### src/rtl/seq_cmp.sv
// ============================================================================
// seq_cmp
//
// Multi-cycle magnitude comparator. A start pulse captures two WIDTH-bit
// operands and a signedness flag. The operands are then compared CHUNK bits
// per cycle, starting with the most significant chunk. The compare stops at
// the first chunk where the operands differ. The less/equal result is held
// until the next decision, so it can feed the branch-condition decoder
// directly.
//
// Parameters
//   WIDTH    operand width in bits (must be an integer multiple of CHUNK)
//   CHUNK    bits compared per cycle
//
// Ports
//   clk      rising-edge clock
//   rst_n    asynchronous active-low reset
//   start    request pulse; accepted in IDLE or DONE, ignored in CMP
//   sgn      1 = two's-complement compare, 0 = unsigned (captured with start)
//   a_in     left operand (captured with start)
//   b_in     right operand (captured with start)
//   busy     high while a compare is in progress (state CMP)
//   done     one-cycle pulse; less_out/eql_out are valid
//   less_out a < b under the captured signedness
//   eql_out  a == b
// ============================================================================
module seq_cmp #(
    parameter int WIDTH = 32,
    parameter int CHUNK = 8
) (
    input  logic             clk,
    input  logic             rst_n,
    input  logic             start,
    input  logic             sgn,
    input  logic [WIDTH-1:0] a_in,
    input  logic [WIDTH-1:0] b_in,
    output logic             busy,
    output logic             done,
    output logic             less_out,
    output logic             eql_out
);

    localparam int NCH  = WIDTH / CHUNK;
    localparam int IDXW = (NCH > 1) ? $clog2(NCH) : 1;

    localparam logic [IDXW-1:0]  IDX_TOP  = IDXW'(NCH - 1);
    localparam logic [WIDTH-1:0] MSB_MASK = WIDTH'(1) << (WIDTH - 1);

    typedef enum logic [1:0] {
        IDLE = 2'd0,
        CMP  = 2'd1,
        DONE = 2'd2
    } state_t;

    state_t state;
    state_t state_nxt;

    logic [WIDTH-1:0] a_q;
    logic [WIDTH-1:0] b_q;
    logic [IDXW-1:0]  idx;

    logic [CHUNK-1:0] a_sl;
    logic [CHUNK-1:0] b_sl;

    logic capture;
    logic step;
    logic decide;
    logic dec_less;
    logic dec_eql;

    // The current chunk of each operand is picked with an explicit loop.
    // This keeps the index width independent of the product idx*CHUNK and
    // maps cleanly onto a mux for any NCH.
    always_comb begin
        a_sl = '0;
        b_sl = '0;
        for (int i = 0; i < NCH; i++) begin
            if (idx == IDXW'(i)) begin
                a_sl = a_q[i*CHUNK +: CHUNK];
                b_sl = b_q[i*CHUNK +: CHUNK];
            end
        end
    end

    // State register.
    always_ff @(posedge clk or negedge rst_n) begin
        if (!rst_n) begin
            state <= IDLE;
        end else begin
            state <= state_nxt;
        end
    end

    // Next-state logic and datapath controls.
    // start is ignored in CMP so the compare in flight cannot be disturbed.
    // In DONE, start begins the next compare in the same edge that retires
    // the current one.
    always_comb begin
        state_nxt = state;
        capture   = 1'b0;
        step      = 1'b0;
        decide    = 1'b0;
        dec_less  = 1'b0;
        dec_eql   = 1'b0;

        unique case (state)
            IDLE: begin
                if (start) begin
                    capture   = 1'b1;
                    state_nxt = CMP;
                end
            end

            CMP: begin
                if (a_sl != b_sl) begin
                    decide    = 1'b1;
                    dec_less  = (a_sl < b_sl);
                    state_nxt = DONE;
                end else if (idx != '0) begin
                    step      = 1'b1;
                end else begin
                    decide    = 1'b1;
                    dec_eql   = 1'b1;
                    state_nxt = DONE;
                end
            end

            DONE: begin
                if (start) begin
                    capture   = 1'b1;
                    state_nxt = CMP;
                end else begin
                    state_nxt = IDLE;
                end
            end

            default: begin
                state_nxt = IDLE;
            end
        endcase
    end

    // Operand capture and chunk index.
    // Flipping the sign bit of both operands maps two's-complement order onto
    // unsigned order. After that, every chunk compare is a plain unsigned
    // compare.
    always_ff @(posedge clk or negedge rst_n) begin
        if (!rst_n) begin
            a_q <= '0;
            b_q <= '0;
            idx <= '0;
        end else if (capture) begin
            a_q <= a_in ^ (sgn ? MSB_MASK : '0);
            b_q <= b_in ^ (sgn ? MSB_MASK : '0);
            idx <= IDX_TOP;
        end else if (step) begin
            idx <= idx - IDXW'(1);
        end
    end

    // Result flags change only at a decision edge. The branch decoder
    // downstream sees a stable value for the whole compare.
    always_ff @(posedge clk or negedge rst_n) begin
        if (!rst_n) begin
            less_out <= 1'b0;
            eql_out  <= 1'b0;
        end else if (decide) begin
            less_out <= dec_less;
            eql_out  <= dec_eql;
        end
    end

    assign busy = (state == CMP);
    assign done = (state == DONE);

    // A decision can never report both less and equal.
    a_flags_exclusive: assert property (
        @(posedge clk) disable iff (!rst_n) !(less_out && eql_out)
    );

endmodule
### config.mk
export PLATFORM = sky130hd
export DESIGN_NAME = seq_cmp
export DESIGN_NICKNAME = d
export VERILOG_FILES = /design/src/rtl/seq_cmp.sv
export SDC_FILE = /design/constraint.sdc
export NUM_CORES = 1
export LEC_CHECK = 0
export BUFFER_PORTS_ARGS = -buffer_cell sky130_fd_sc_hd__buf_2
export CAP_MARGIN = 30
export CORE_UTILIZATION = 58
export DETAILED_ROUTE_END_ITERATION = 10
export GPL_TIMING_DRIVEN = 0
export PLACE_DENSITY = 0.95
export REMOVE_ABC_BUFFERS = 1
export SYNTH_ARGS = -nofsm -noshare
export SYNTH_HDL_FRONTEND = slang
export SYNTH_SLANG_ARGS = --single-unit
### constraint.sdc
create_clock -name clk -period 6.5 [get_ports clk]
set_input_delay 0.65 -clock clk [delete_from_list [all_inputs] [get_ports clk]]
set_output_delay 0.65 -clock clk [all_outputs]
set_load 0.02 [all_outputs]
[Yosys cells after proc, flatten, opt, wreduce, memory -nomap -nowiden]
Cells that the tools add are included.
Cells by class
  add/sub/neg operators: 1
  $lt $le $gt $ge: 1
  eq/ne operators: 8
  mux-type cells: 28
  bitwise gates (word level): 2
  reductions and logical operators: 6
Operators by type and width (number)
  8-bit two-way mux: 8
  32-bit XOR: 2
  32-bit two-way mux: 1
  1-bit two-way mux: 13
  2-bit two-way mux: 5
  8-bit less-than comparator: 1
  8-bit != test: 1
  2-bit equality test (second input constant): 3
  2-bit case mux with 3 select lines: 1
  2-bit by 1-bit equality test with 1-bit output (second input constant): 2
  2-bit logical NOT: 2
  2-bit nonzero test: 2
  3-bit != test (second input constant): 1
  2-bit != test (second input constant): 1
  2-bit AND reduction: 1
  2-bit OR reduction: 1
  2-bit by 1-bit subtractor with 2-bit output (second input constant): 1
Word-level totals
  flip-flop bits (word level): 70
  input bits: 68
  output and inout bits: 4
  word-level logic and storage cells: 52

[Depth between registers and ports, before layout]
Gate-level depths: netlist of the first run.
  word-level depth: 10
  mapped depth: 13
  gate-level depth less buffers: 11

[Worst setup path before layout of the first run]
No wires, ideal clock.
  path kind: register -> register
  start: register idx[0]
  end: register idx[1]
  arrival time: 2420 ps
  data required time: 6376 ps
  path slack: 3955 ps
  cell stages (with the launch flop): 12
  period minus slack after synthesis: 2545 ps
  path through: dfrtp_1 -> inv_1 -> ha_1 -> nor2b_4 -> buf_4 -> a221oi_1 -> o31ai_1 -> ha_1 -> nand4_2 -> nor4_4 -> mux2i_1 -> or2_1
On the way
  word-level cells in the longest chain between the ends: 9
  elaborated cells on any way between the ends: 21
  classes of those cells: add/sub: 1; eq/ne: 4; mux: 13; reduce/logical: 3
RTL lines
  start, declared: line 60  | logic [IDXW-1:0] idx;
  start signal, assigned: line 157  | idx <= idx - IDXW'(1);
  2-bit logical NOT: line 78  | if (idx == IDXW'(i)) begin
  8-bit two-way mux (4 in series): line 78
  8-bit != test: line 115  | if (a_sl != b_sl) begin
  1-bit two-way mux: line 115
  1-bit two-way mux: line 106  | unique case (state)
  2-bit nonzero test (no source line)
Parallel ways exist; a longest one is shown, timed or not. The select of a mux whose other input is x is not followed.
A chain may end at the register's enable or synchronous reset.

[Worst setup path in the final report of the first run]
  start: register idx[1]
  end: register idx[1]
The elaborated chain is that of the path after synthesis.

==> results.toml, run 1 <==
[floorplanning]
die_w_um = 78.0
ios = 72
design.core.area_mm2 = 0.00554
initial_utilization = 0.605
die_area_mm2 = 0.00608
rows = 27
die_h_um = 78.0

[clocking]
insertion_delay_ps = 340
clk_pin_slew_ps = 70
post_cts_buffers = 0
clk_path_buf_depth = 2
cts_made_buffers = 9
cts_tree = "done"
cts-resized-gates = 0
root_buffer = "clkbuf_8"
h-tree-depth = 3
cts.sinks = 70
ctsHoldBuffers = 0

[route]
route.detailed.drc = 0
drt_iter0_drc = 107
routed_via_density = 5.79
drtPass1Iterations = 4
dr_total_vias = 2356
wl_mm = 6.92
postRouteAntennaNets = 0
wire_per_inst_um = 17.0

[placed_design]
post_dp_cell_area_mm2 = 0.00378
numPortBuffers = 71
gp_congestion = 0.744
hpwl_mm = 4.69
place_ws_ps = 3210
post-place-cells = 390

[sta]
slew_headroom = 0.407
setup_ws_ps = 3210
finClkSkew_ps = 9.68
final-setup-viol-count = 0
rsz0062_at_grt = "false"
fmax_mhz = 304
finalHoldViolations = 0
timing.final.crit_share = 0.506
report.final.slew_viol_count = 0
tightest_slew_ps = 890
period_needed_ps = 3290
hold-worst-slack_ps = 420
setup_tns_ps = 0

[layout]
drive_above_1_share = 0.475
finalNetCount = 410
seq_area_mm2 = 0.00175
postLayoutCellArea_mm2 = 0.00404
final_cell_mix = "dfrtp_1 (70), buf_2 (70), mux2_2 (62)"
area_growth_syn_to_layout_pct = 20.7
antenna_cells = 0
post_layout_nonfiller_instances = 407
fill_cells = 408
multiInputGateArea_mm2 = 0.00150

[critical_path]
worstPathRequired_ps = 6730
worst-path-stages = 10
crit_buf_inv = 1
path_cells = "inv_1, ha_1, nor2b_4, a221oi_1, o31ai_1, ha_1, nand4_2, nor4_4, mux2i_1, or2_1"
max_stage_delay_ps = 730
cp_slowest_cell = "ha_1"
cp_common_cell = "ha_1"
cp.arrival_ps = 3520
cp-end-kind = "flip-flop"
critical_path.top_delay_family = "adder cells"
critPathLaunchType = "flip-flop"
crit_fanout = 18
crit_type = "flip-flop to flip-flop"
r2r_cells = 10

[yosys]
synth-seq-cells = 70
avgSynthCellArea_um2 = 12.8
synth-main-ff-cell = "dfrtp_1"
yosysUniqueCellTypes = 31
async_flop_share = 1.00
synth_edf_count = 0
synth.cell_area_mm2 = 0.00335
yosysWarnings = 0
ys_seq_area_frac = 0.523
syn_inst = 261

[global_route]
grt_overflow_total = 0
grt_max_degree = 71
grt_pass1_wl_mm = 11.6
grt_pass1_vias = 2501
grt_usage = 0.257
antenna_found_initial = 0

[pwr]
power.density_mw_per_mm2 = 280
internal-power_mw = 0.847
pwr-share-seq = 0.476
power_switching_mw = 0.288
leakage_nw = 1.81
switching_share = 0.253
comb_power_share = 0.172
peakVddDrop_mv = 0.185
pwr-share-clk = 0.352

[job]
cap_violations = 0

[worst_hold_path]
hold_class = "primary input to async pin"

[run_status]
outcome = "finished, final reports clean"
-- final timing paths --
kind	to	slack, ps	startpoint
max	idx[1]	3210	idx[1]
min	a_q[19]	420	rst_n
max reg2reg	idx[1]	3210	idx[1]
min reg2reg	a_q[0]	510	a_q[0]
max in group asynchronous	less_out	5490	rst_n
min in group clk	a_q[0]	510	a_q[0]
-- flip-flops by register name (all words and copies together), names as in the netlist --
register / cells
less_out: 1
state: 2
a_q: 32
b_q: 32
eql_out: 1
idx: 2
-- stage by stage --
stage | total power [mW] | util
finish | 1.13 | 0.730
global route | 1.19 | 0.730
CTS | 1.14 | 0.725
global placement | 0.725 | 0.668
detailed placement | 0.742 | 0.683
floorplan | 0.668 | -
-- logic make-up (layout without fill, tap and decap cells) --
kind of cell	after synthesis	count (layout)	share of synthesized area
buffers and inverters	20	94	0.0310
flip-flops	70	70	0.523
adder cells (fa/ha/maj)	12	12	0.0448
AO/OA/AOI/OAI	44	44	0.0919
XOR/XNOR	2	2	0.00523
AND/OR/NAND/NOR	49	49	0.0900
multiplexers	64	64	0.214
-- worst reg2reg max path: cells and delay by family (launching register included) --
kind	cells	cell delay, ps
buffers and inverters	1	110
and+or+nand+nor	4	1030
DFF	1	410
muxes	1	130
AOI/OAI and AO/OA	2	460
adders and majority gates	2	1060
-- cells in the mapped netlist, types with 3 or more instances --
library cell | n | share of area
dfrtp_1 | 70 | 0.52
mux2_2 | 62 | 0.21
nor2b_1 | 18 | 0.034
a221oi_1 | 15 | 0.039
a21oi_1 | 13 | 0.019
ha_1 | 12 | 0.045
nand2_1 | 9 | 0.010
nor3_1 | 9 | 0.013
buf_2 | 8 | 0.012
o31ai_1 | 8 | 0.018
clkbuf_1 | 6 | 0.0067
nor2_1 | 4 | 0.0045
o21ai_0 | 4 | 0.0060
inv_1 | 3 | 0.0034
-- power by group through the flow --
stage,combinational (mW),clock [mW],sequential (mW)
final,0.195,0.399,0.540
after global routing,0.214,0.426,0.548
after CTS,0.197,0.408,0.539
after detailed placement,0.195,0,0.548
after global placement,0.183,0,0.542
after floorplan,0.130,0,0.539
-- routing by layer --
| layer | global-route usage | vias up | wire (µm) |
|---|---|---|---|
| met5 | 0 | - | 0 |
| met4 | 0.122 | 0 | 68 |
| met3 | 0.0753 | 7 | 448 |
| met2 | 0.442 | 92 | 3670 |
| met1 | 0.293 | 1164 | 2730 |
| li1 | - | 1093 | - |
-- layout make-up --
class | instances | area share
clock inverter | 5 | 0.0201
sequential | 70 | 0.433
inverter | 3 | 0.00278
tap | 72 | 0.0223
clock buffer | 11 | 0.0374
multi-input combinational | 171 | 0.372
timing repair buffer | 75 | 0.113
No activity file was read; power rests on OpenSTA's default activity.
==> run 2: changes to the inputs <==
CORE_UTILIZATION = 54   (was 58)
PLACE_DENSITY = 0.9   (was 0.95)
clock period = 3.33 ns   (was 6.5 ns; I/O delays follow)
==> run 2 against run 1 <==
Worst setup slack got worse by 3000 ps; count of clock-buffer cells in the layout unchanged; non-clock buffer count unchanged; critical path type unchanged; worst hold slack got worse by 310 ps; sequential cell count did not move; sequential power up 94%; via count down 2.3%; clock power rose by 30%; first-iteration DRC count is 1.9% lower; largest power group unchanged; maximum frequency up 6.1%.
==> results.toml, run 2 (same netlist as run 1, synthesis figures left out) <==
[run_status]
outcome = "finished, final reports clean"

[layout]
top_regs = "a_q x32, b_q x32"
final_cell_mix = "dfrtp_1 (70), buf_2 (70), mux2_2 (62)"
antenna_cells = 0
area_growth_syn_to_layout_pct = 17.3
fill_cells = 468
postLayoutCoreUtil = 0.660
drive_above_1_share = 0.464
finalNetCount = 410

[pwr]
leakage_nw = 1.76
comb_power_share = 0.192
switching_share = 0.261
peakVddDrop_mv = 0.338
pwr-share-clk = 0.267
power_switching_mw = 0.508
pwr-share-seq = 0.541
power.density_mw_per_mm2 = 496
power_mw = 1.95
internal-power_mw = 1.44

[sta]
timing.final.crit_share = 0.931
fmax_mhz = 322
finClkSkew_ps = 4.18
rsz0062_at_grt = "false"
final-setup-viol-count = 0
slew_headroom = 0.417
setup_ws_ps = 229
finalHoldViolations = 0
report.final.slew_viol_count = 0
period_needed_ps = 3100
tightest_slew_ps = 874
hold-worst-slack_ps = 107

[route]
wire_per_inst_um = 16.3
postRouteAntennaNets = 0
routed_via_density = 5.68
wl_mm = 6.61
route.detailed.drc = 0
drtPass1Iterations = 4
dr_total_vias = 2301
drt_iter0_drc = 105

[job]
cap_violations = 0

[critical_path]
cp-end-kind = "flip-flop"
crit_type = "flip-flop to flip-flop"
critPathLaunchType = "flip-flop"
r2r-end = "idx[1]"
rrSetupSlack_ps = 230
worstPathRequired_ps = 3540
crit_fanout = 15
timing.rr.start = "idx[0]"
cp.arrival_ps = 3310
r2r_cells = 11

[placed_design]
hpwl_mm = 4.59
gp_congestion = 0.778
numPortBuffers = 71
place_ws_ps = 33.3

[floorplanning]
initial_utilization = 0.563
ios = 72
die_w_um = 80.8
design.core.area_mm2 = 0.00596
rows = 28
die_area_mm2 = 0.00652
die_h_um = 80.8

[global_route]
grt_overflow_total = 0
grt_max_degree = 71
busiest_layer = "met2"
grt_pass1_wl_mm = 10.8
met1_usage = 0.280
use_met2 = 0.375
grt_pass1_vias = 2356
grtUsageMet3 = 0.0472
grt_usage = 0.227
antenna_found_initial = 0

[clocking]
root_buffer = "clkbuf_8"
clk_path_buf_depth = 2
insertion_delay_ps = 330
h-tree-depth = 3
post_cts_buffers = 0
cts_made_buffers = 9
ctsHoldBuffers = 0
cts_tree = "done"
cts.sinks = 70
clk_pin_slew_ps = 60

[worst_hold_path]
hold_class = "primary input to async pin"
run 2: per-stage QoR:
step           setup TNS, ps  instance area, µm²  std cells
6_report                   0                3930        405
5_1_grt                    0                3930        405
4_1_cts                    0                3910        404
3_5_place_dp               0                3780        393
3_3_place_gp         -127160                3710        390
2_1_floorplan         -41410                3260        244
run 2: layer usage:
| layer | wire, µm | up-vias |
|---|---|---|
| li1 | - | 1085 |
| met1 | 2920 | 1138 |
| met2 | 3270 | 63 |
| met3 | 274 | 15 |
| met4 | 150 | 0 |
| met5 | 0 | - |
run 2: worst max-delay path by stage:
stage,endpoint,from,cells past startpoint
finish,idx[1],idx[0],11
global route,idx[1],idx[0],11
CTS,idx[1],idx[1],10
detailed placement,idx[1],idx[1],10
global placement,b_q[26],start,3
floorplan,a_q[0],state[0],2
run 2: worst max-delay path: stages (launching register included):
cell      delay (ps)
dfrtp_1          430
inv_1            110
ha_1             290
nor2b_4          510
a221oi_1         160
nor3_1           190
a21oi_1           60
ha_1             330
nand4_2          210
nor4_4           360
mux2i_1          110
or2_1            220
run 2: power groups by stage:
| stage | clock network, mW | logic (mW) | registers, mW |
|---|---|---|---|
| 2_1_floorplan | 0 | 0.253 | 1.05 |
| 3_3_place_gp | 0 | 0.360 | 1.06 |
| 3_5_place_dp | 0 | 0.377 | 1.07 |
| 4_1_cts | 0.531 | 0.379 | 1.05 |
| 5_1_grt | 0.562 | 0.416 | 1.07 |
| 6_report | 0.519 | 0.375 | 1.05 |
run 2: timing repair:
item,CTS,global route
endpoints found under the setup margin,0,4
hold endpoints to repair,0,0
resized for setup,0,1
run 2: layout make-up:
| cell class | instances | area, µm² | area share |
|---|---|---|---|
| clock buffers | 11 | 131 | 0.0334 |
| inverters | 3 | 11.3 | 0.00287 |
| multi-input cells | 171 | 1510 | 0.383 |
| flip-flops and latches | 70 | 1750 | 0.446 |
| well taps | 75 | 93.8 | 0.0239 |
| repair buffers | 75 | 435 | 0.111 |
